==> src/rtl/sys_ctrl_pkg.sv <==
// Shared constants and types for the system command sequencer.
package sys_ctrl_pkg;

  // Frame opcodes (first byte of every command frame)
  localparam logic [7:0] CMD_RF_WR   = 8'hAA;
  localparam logic [7:0] CMD_RF_RD   = 8'hBB;
  localparam logic [7:0] CMD_ALU_OP  = 8'hCC;
  localparam logic [7:0] CMD_ALU_NOP = 8'hDD;

  // Register-file locations that hold the ALU operands
  localparam int unsigned OPA_ADDR = 0;
  localparam int unsigned OPB_ADDR = 1;

  typedef enum logic [3:0] {
    IDLE,
    WR_ADDR,
    WR_DATA,
    RD_ADDR,
    RD_WAIT,
    RD_SEND,
    ALU_A,
    ALU_B,
    ALU_FUN,
    ALU_WAIT,
    SEND_LO,
    SEND_HI
  } state_e;

endpackage

==> src/rtl/sys_ctrl.sv <==
// Command sequencer: decodes received byte frames into register-file
// accesses and ALU operations, and pushes response bytes to the TX FIFO.
// ALU_OUT_WIDTH is expected to be exactly 2*DATA_WIDTH (two response bytes).
module sys_ctrl
  import sys_ctrl_pkg::*;
#(
  parameter int DATA_WIDTH    = 8,
  parameter int ADDR_WIDTH    = 4,
  parameter int FUN_WIDTH     = 4,
  parameter int ALU_OUT_WIDTH = 16
) (
  input  logic                     clk,
  input  logic                     reset,
  input  logic [DATA_WIDTH-1:0]    rx_data,
  input  logic                     rx_valid,
  output logic [ADDR_WIDTH-1:0]    rf_addr,
  output logic                     rf_wr_en,
  output logic [DATA_WIDTH-1:0]    rf_wr_data,
  output logic                     rf_rd_en,
  input  logic [DATA_WIDTH-1:0]    rf_rd_data,
  input  logic                     rf_rd_valid,
  output logic                     alu_en,
  output logic [FUN_WIDTH-1:0]     alu_fun,
  input  logic [ALU_OUT_WIDTH-1:0] alu_out,
  input  logic                     alu_out_valid,
  output logic                     clk_gate_en,
  output logic [DATA_WIDTH-1:0]    tx_data,
  output logic                     tx_wr_inc,
  input  logic                     fifo_full
);

  state_e                   state, state_next;
  logic [ALU_OUT_WIDTH-1:0] result, result_next;
  logic [ADDR_WIDTH-1:0]    rf_addr_next;
  logic                     rf_wr_en_next;
  logic [DATA_WIDTH-1:0]    rf_wr_data_next;
  logic                     rf_rd_en_next;
  logic                     alu_en_next;
  logic [FUN_WIDTH-1:0]     alu_fun_next;
  logic                     clk_gate_en_next;
  logic [DATA_WIDTH-1:0]    tx_data_next;
  logic                     tx_wr_inc_next;

  // State, response latch and every output are registered here
  always_ff @(posedge clk or negedge reset) begin
    if (!reset) begin
      state       <= IDLE;
      result      <= '0;
      rf_addr     <= '0;
      rf_wr_en    <= 1'b0;
      rf_wr_data  <= '0;
      rf_rd_en    <= 1'b0;
      alu_en      <= 1'b0;
      alu_fun     <= '0;
      clk_gate_en <= 1'b0;
      tx_data     <= '0;
      tx_wr_inc   <= 1'b0;
    end else begin
      state       <= state_next;
      result      <= result_next;
      rf_addr     <= rf_addr_next;
      rf_wr_en    <= rf_wr_en_next;
      rf_wr_data  <= rf_wr_data_next;
      rf_rd_en    <= rf_rd_en_next;
      alu_en      <= alu_en_next;
      alu_fun     <= alu_fun_next;
      clk_gate_en <= clk_gate_en_next;
      tx_data     <= tx_data_next;
      tx_wr_inc   <= tx_wr_inc_next;
    end
  end

  // Frame decode: strobes default low, data outputs hold their last value
  always_comb begin
    state_next       = state;
    result_next      = result;
    rf_addr_next     = rf_addr;
    rf_wr_en_next    = 1'b0;
    rf_wr_data_next  = rf_wr_data;
    rf_rd_en_next    = 1'b0;
    alu_en_next      = 1'b0;
    alu_fun_next     = alu_fun;
    tx_data_next     = tx_data;
    tx_wr_inc_next   = 1'b0;

    case (state)
      IDLE: begin
        if (rx_valid) begin
          if (rx_data == DATA_WIDTH'(CMD_RF_WR))        state_next = WR_ADDR;
          else if (rx_data == DATA_WIDTH'(CMD_RF_RD))   state_next = RD_ADDR;
          else if (rx_data == DATA_WIDTH'(CMD_ALU_OP))  state_next = ALU_A;
          else if (rx_data == DATA_WIDTH'(CMD_ALU_NOP)) state_next = ALU_FUN;
        end
      end
      WR_ADDR: begin
        if (rx_valid) begin
          rf_addr_next = rx_data[ADDR_WIDTH-1:0];
          state_next   = WR_DATA;
        end
      end
      WR_DATA: begin
        if (rx_valid) begin
          rf_wr_en_next   = 1'b1;
          rf_wr_data_next = rx_data;
          state_next      = IDLE;
        end
      end
      RD_ADDR: begin
        if (rx_valid) begin
          rf_rd_en_next = 1'b1;
          rf_addr_next  = rx_data[ADDR_WIDTH-1:0];
          state_next    = RD_WAIT;
        end
      end
      RD_WAIT: begin
        if (rf_rd_valid) begin
          result_next = {{(ALU_OUT_WIDTH-DATA_WIDTH){1'b0}}, rf_rd_data};
          state_next  = RD_SEND;
        end
      end
      RD_SEND: begin
        if (!fifo_full) begin
          tx_wr_inc_next = 1'b1;
          tx_data_next   = result[DATA_WIDTH-1:0];
          state_next     = IDLE;
        end
      end
      ALU_A: begin
        if (rx_valid) begin
          rf_wr_en_next   = 1'b1;
          rf_addr_next    = ADDR_WIDTH'(OPA_ADDR);
          rf_wr_data_next = rx_data;
          state_next      = ALU_B;
        end
      end
      ALU_B: begin
        if (rx_valid) begin
          rf_wr_en_next   = 1'b1;
          rf_addr_next    = ADDR_WIDTH'(OPB_ADDR);
          rf_wr_data_next = rx_data;
          state_next      = ALU_FUN;
        end
      end
      ALU_FUN: begin
        if (rx_valid) begin
          alu_en_next  = 1'b1;
          alu_fun_next = rx_data[FUN_WIDTH-1:0];
          state_next   = ALU_WAIT;
        end
      end
      ALU_WAIT: begin
        if (alu_out_valid) begin
          result_next = alu_out;
          state_next  = SEND_LO;
        end
      end
      SEND_LO: begin
        if (!fifo_full) begin
          tx_wr_inc_next = 1'b1;
          tx_data_next   = result[DATA_WIDTH-1:0];
          state_next     = SEND_HI;
        end
      end
      SEND_HI: begin
        if (!fifo_full) begin
          tx_wr_inc_next = 1'b1;
          tx_data_next   = result[2*DATA_WIDTH-1:DATA_WIDTH];
          state_next     = IDLE;
        end
      end
      default: state_next = IDLE;
    endcase

    // Registered gate enable tracks the state being entered, so it is high
    // exactly during ALU_FUN and ALU_WAIT
    clk_gate_en_next = (state_next == ALU_FUN) || (state_next == ALU_WAIT);
  end

endmodule

==> config.mk <==
export PLATFORM = sky130hd
export DESIGN_NAME = sys_ctrl
export DESIGN_NICKNAME = d
export VERILOG_FILES = /design/src/rtl/sys_ctrl_pkg.sv /design/src/rtl/sys_ctrl.sv
export SDC_FILE = /design/constraint.sdc
export NUM_CORES = 1
export LEC_CHECK = 0
export BUFFER_PORTS_ARGS = -buffer_cell sky130_fd_sc_hd__buf_2
export CAP_MARGIN = 20
export CORE_MARGIN = 5
export CORE_UTILIZATION = 52
export DETAILED_ROUTE_END_ITERATION = 10
export GPL_ROUTABILITY_DRIVEN = 0
export MAX_ROUTING_LAYER = met4
export PLACE_DENSITY = 0.8
export SLEW_MARGIN = 20
export SYNTH_ARGS = -nofsm -noshare
export SYNTH_HDL_FRONTEND = slang
export SYNTH_SLANG_ARGS = --single-unit
==> constraint.sdc <==
create_clock -name clk -period 1.91 [get_ports clk]
set_clock_uncertainty 0.15 [all_clocks]
set_input_delay 0.0955 -clock clk [delete_from_list [all_inputs] [get_ports clk]]
set_output_delay 0.0955 -clock clk [all_outputs]
set_load 0.03 [all_outputs]
==> reports/metrics.yaml, run 1 <==
outcome: "completed"
synth_top_area_share_pct: 50.3
die_area_um2: 6160
use_met1_pct: 25.4
netSwitchingFraction_pct: 41.7
ys.flop_type: "dfrtp_1"
vias: 2140
root_buffer: "clkbuf_8"
syn_area_um2: 2440
cts_buffer_depth: 2
rsz0062_at_grt: "false"
drive_gt1_share_pct: 32.9
worstMarginPinSlew_ns: 0.500
ios: 67
finalInstanceArea_um2: 3310
syn-num-nets: 264
synth_top_cell_by_area: "dfrtp_1"
hold_viol: 0
grt_pass1_vias: 2197
syn_inst: 226
combPwrFrac_pct: 45.4
routed_wl_um: 6150
portBuffers: 66
ir_worst_vdd_uv: 718
core_um2: 4630
p_sw_mw: 1.94
die_y_um: 78.5
layout_min_cycle_time_ns: 1.76
yosys_register_bits: 49
postSynth.asyncResetShare_pct: 100
cts_sinks: 49
antenna_found_initial: 0
area_growth_pct: 35.7
fp-row-count: 25
ys_types: 44
p_clk_share_pct: 15.0
die_w_um: 78.5
hold_class: "input port to register"
synth_warnings: 0
seq_power_share_pct: 39.6
period_share_pct: 92.2
drc_errors: 0
synth_edf_count: 0
final_common_cell: "buf_2"
clock.fmax_ghz: 0.568
first_iter_violations: 151
dp_hpwl_um: 4000
diodes: 0
grtUsageMet2_pct: 36.6
h-tree-depth: 2
layout_common_cells: "buf_2 (66), dfrtp_1 (46), dlygate4sd3_1 (35)"
grt_max_degree: 33
power_leakage_nw: 1.57
start_util_pct: 52.6
use_met3_pct: 4.24
nets: 369
finalSetupTns_ns: 0
cp_cell_sequence: "dlygate4sd3_1 > buf_2 > nand4bb_1 > o31a_1 > o32ai_2 > and4b_1"
dpl-instance-area_um2: 2840
drt_pre_antenna_iters: 4
max_cap_viol_count: 0
grt_usage_pct: 22.0
cp_max_fo: 5
cts_buffers: 5
cp-end-kind: "register"
cts_tree: "done"
syn_avg_cell_area_um2: 10.8
start_kind: "input port"
max-slew-margin-rel_pct: 66.6
worst-setup-path-type: "input port to register"
grt-ovfl-total: 0
p_int_mw: 2.72
arrival_ns: 1.80
yosys-top-cells-area: "dfrtp_1 (50%), mux2i_1 (7.4%), mux2_2 (6.0%), a21oi_1 (3.9%), nor2_1 (3.2%)"
insertion_delay_ns: 0.30
ant_nets: 0
ys_seq_area_share_pct: 50.3
slew_viol_final: 0
grt_pass1_wl_um: 10300
max_stage_delay_ns: 0.53
via_per_inst: 5.56
setup_viol: 0
avgRoutedWirePerCell_um: 16.0
powerDensity_nw_per_um2: 1410
post-cts-setup-buffers: 0
cp_data_required_time_ns: 1.95
grt_busiest_layer: "met2"
path_clk_slew_ns: 0.08
critPathSlowestCell: "dlygate4sd3_1"
[power groups by stage]
stage | Sequential (mW) | Clock, mW | Combinational [mW]
floorplan | 2.27 | 0 | 1.02
global placement | 1.83 | 0 | 1.97
detailed placement | 1.85 | 0 | 2.03
CTS | 1.83 | 0.719 | 2.10
global route | 1.90 | 0.752 | 2.29
finish | 1.84 | 0.700 | 2.11
[registers in the layout (all words and copies together) (netlist names)]
signal and count:
alu_en 1, alu_fun 4, clk_gate_en 1, result 16, rf_addr 4, rf_rd_en 1
rf_wr_data 8, rf_wr_en 1, state 4, tx_data 8, tx_wr_inc 1
[cells in the mapped netlist, types with 2 or more instances]
master	instances
a21oi_1	19
dfrtp_1	49
buf_4	7
buf_6	4
nand4bb_1	3
mux2_2	13
o21ai_0	14
nand2_1	7
o32ai_1	3
nor2b_1	6
or3_1	2
nor2_1	21
nand3b_1	2
buf_2	2
nand3_1	12
mux2i_1	18
nand2b_1	2
inv_1	16
[worst max-delay path: cells and delay by family]
kind / cells / cell delay [ns]
compound gates: 2 / 0.55
buf+inv: 2 / 0.69
simple gates: 2 / 0.47
[per-stage QoR]
stage	setup WS (ns)	util, %	total power [mW]	hold WS (ns)	instances
6_report	0.148	71.4	4.65	0.138	385
3_3_place_gp	0.148	61.4	3.79	-0.0668	343
3_5_place_dp	0.0802	61.4	3.88	-0.0600	343
5_1_grt	0.0614	71.4	4.94	0.153	385
2_1_floorplan	0.324	-	3.30	-0.350	226
4_1_cts	0.0441	71.2	4.65	0.133	385
[kinds of logic (layout without fill, tap and decap cells)]
group,after synthesis,count (layout),synth area share (%)
AO/OA/AOI/OAI,47,47,11.9
XOR/XNOR,1,1,0.359
buffers and inverters,29,134,6.88
flip-flops,49,49,50.3
multiplexers,31,31,13.4
AND/OR/NAND/NOR,69,69,17.1
[area by class of cell]
class | instances | area [um2]
fill | 329 | 1320
tap | 54 | 67.6
clock buffer | 5 | 68.8
inverter | 16 | 60.1
clock inverter | 2 | 35.0
sequential | 49 | 1230
timing repair buffer | 111 | 793
multi-input combinational | 148 | 1050
[repair_timing]
action,CTS,global route
endpoints found under the setup margin,0,15
hold buffers,35,0
endpoints found under the hold margin,71,0
resized for setup,0,5
[metal layers]
layer,vias to the layer above,part of all wire [%]
met5,-,0
met3,33,4.5
met1,1026,40
li1,997,-
met2,84,51
met4,0,4.8
[final timing paths]
kind,from,to,slack [ns],cells past startpoint
min in group asynchronous,reset,tx_data[3],0.15,2
min reg2reg,rf_wr_data[4],rf_wr_data[4],0.36,1
min,rf_rd_valid,state[0],0.14,4
max,rx_data[1],clk_gate_en,0.15,6
max in group asynchronous,reset,state[3],0.91,3
max reg2reg,state[2],tx_data[6],0.17,5
Note: power is estimated with default switching activity, not from simulation.
==> inputs of run 2 (changes only) <==
--- a/config.mk
+++ b/config.mk
@@ -8,11 +8,11 @@
 export BUFFER_PORTS_ARGS = -buffer_cell sky130_fd_sc_hd__buf_2
 export CAP_MARGIN = 20
 export CORE_MARGIN = 5
-export CORE_UTILIZATION = 52
+export CORE_UTILIZATION = 30
 export DETAILED_ROUTE_END_ITERATION = 10
 export GPL_ROUTABILITY_DRIVEN = 0
 export MAX_ROUTING_LAYER = met4
-export PLACE_DENSITY = 0.8
+export PLACE_DENSITY = 0.52
 export SLEW_MARGIN = 20
 export SYNTH_ARGS = -nofsm -noshare
 export SYNTH_HDL_FRONTEND = slang
==> run 2 against run 1 <==
Against the previous run:
- count of clock-buffer cells in the layout rose by 1
- cell area is 2.3% higher
- worst hold slack lost 0.033 ns
- sequential cell count stayed put
- via count decreased by 7.1%
- largest cell class unchanged
- critical path depth down 1
- largest power group unchanged
- worst setup slack got worse by 0.023 ns
- highest routed layer unchanged
- power fell by 1.9%
- combinational power is essentially flat
- die area increased by 63%
- sequential share of layout area decreased by 0.95 points
- critical endpoint unchanged
- clock power fell by 8.7%
==> reports/metrics.yaml, run 2 (synthesized netlist as in run 1, its figures left out) <==
grt_pass1_wl_um: 10100
ir_worst_vdd_uv: 453
clock.fmax_ghz: 0.560
arrival_ns: 1.87
final_common_cell: "buf_2"
routed_wl_um: 6000
rsz0062_at_grt: "false"
cp-end-kind: "register"
layout_common_cells: "buf_2 (66), dfrtp_1 (49), dlygate4sd3_1 (35)"
first_iter_violations: 91
via_per_inst: 4.55
fillers: 767
cts_tree: "done"
largest_registers: "result: 16 flops, rf_wr_data: 8 flops, tx_data: 8 flops"
fp-row-count: 32
ios: 67
setup_viol: 0
hold_viol: 0
grt_pass1_vias: 2070
power_leakage_nw: 1.59
root_buffer: "clkbuf_8"
portBuffers: 66
cts_buffers: 5
post-cts-setup-buffers: 0
worstMarginPinSlew_ns: 0.485
grt_usage_pct: 12.8
worst-setup-path-type: "register to register"
period_share_pct: 93.4
cts_sinks: 49
outcome: "completed"
cp_max_fo: 8
antenna_found_initial: 0
grt-ovfl-total: 0
finalCoreUtilization_pct: 43.3
max-slew-margin-rel_pct: 67.7
seqCellArea_um2: 1230
layout_min_cycle_time_ns: 1.78
avgRoutedWirePerCell_um: 13.7
drt_pre_antenna_iters: 4
top_register: "result"
diodes: 0
largest_register_ffs: 16
path_clk_slew_ns: 0.09
die_y_um: 100
start_util_pct: 31.2
max_cap_viol_count: 0
nets: 372
core_um2: 7810
finalSetupTns_ns: 0
start_kind: "register"
area_growth_pct: 38.8
die_area_um2: 10000
die_w_um: 100
grt_max_degree: 34
slew_viol_final: 0
cp_data_required_time_ns: 1.99
vias: 1989
h-tree-depth: 2
multi_input_area_um2: 1040
cts_buffer_depth: 2
ant_nets: 0
drive_gt1_share_pct: 32.5
drc_errors: 0
insertion_delay_ns: 0.30
dp_hpwl_um: 4120
powerDensity_nw_per_um2: 1350
hold_class: "input port to asynchronous set/reset pin"
-- run 2: repair_timing --
action | CTS | global route
setup endpoints to repair | 0 | 8
gates resized for setup | 0 | 1
hold buffers | 35 | 0
hold endpoints to repair | 82 | 0
-- run 2: final timing paths --
path                                  start       endpoint  slack [ns]  depth (start not counted)
worst max-delay path               state[1]    clk_gate_en        0.13                          5
worst min-delay path                  reset  rf_wr_data[1]        0.11                          2
worst max register to register     state[1]    clk_gate_en        0.13                          5
worst min register to register   alu_fun[1]     alu_fun[1]        0.36                          1
max in group asynchronous             reset      result[2]        1.00                          3
min in group clk                rf_rd_valid       state[0]        0.16                          4
-- run 2: layout make-up --
type	instances	share of cell area [%]
inverter	16	1.78
timing repair buffer	114	24.5
clock buffer	6	2.44
tap	102	3.77
multi-input combinational	148	30.9
clock inverter	2	0.407
sequential	49	36.2
-- run 2: metrics by stage --
step / hold WS [ns] / cells / power (mW) / setup slack, ns / area, um2
floorplan: -0.350 / 226 / 3.30 / 0.324 / 2440
global placement: -0.0970 / 394 / 3.88 / 0.118 / 2940
CTS: 0.110 / 437 / 4.62 / 0.0677 / 3380
finish: 0.106 / 437 / 4.57 / 0.125 / 3380
detailed placement: -0.0942 / 394 / 3.91 / 0.0798 / 2940
global route: 0.153 / 437 / 4.89 / 0.0148 / 3380
-- run 2: per-layer routing --
metal / vias to the layer above / global-route usage [%] / routed length, um
met5: - / - / 0
met4: 0 / 5.08 / 148
met3: 14 / 2.02 / 179
met2: 37 / 19.7 / 2840
met1: 934 / 17.0 / 2830
li1: 1004 / - / -
-- run 2: where the power goes --
group	internal, mW	leakage [nW]	switching [mW]	total (mW)
registers	1.50	0.604	0.304	1.81
clock network	0.294	0.0512	0.344	0.639
logic	0.853	0.939	1.27	2.12
total	2.65	1.59	1.92	4.57
-- run 2: worst max-delay path, cell delays in order (launching register included) --
cell	delay, ns
dfrtp_1	0.51
buf_4	0.21
and3b_1	0.15
o32ai_1	0.33
a31o_2	0.18
and4b_1	0.18
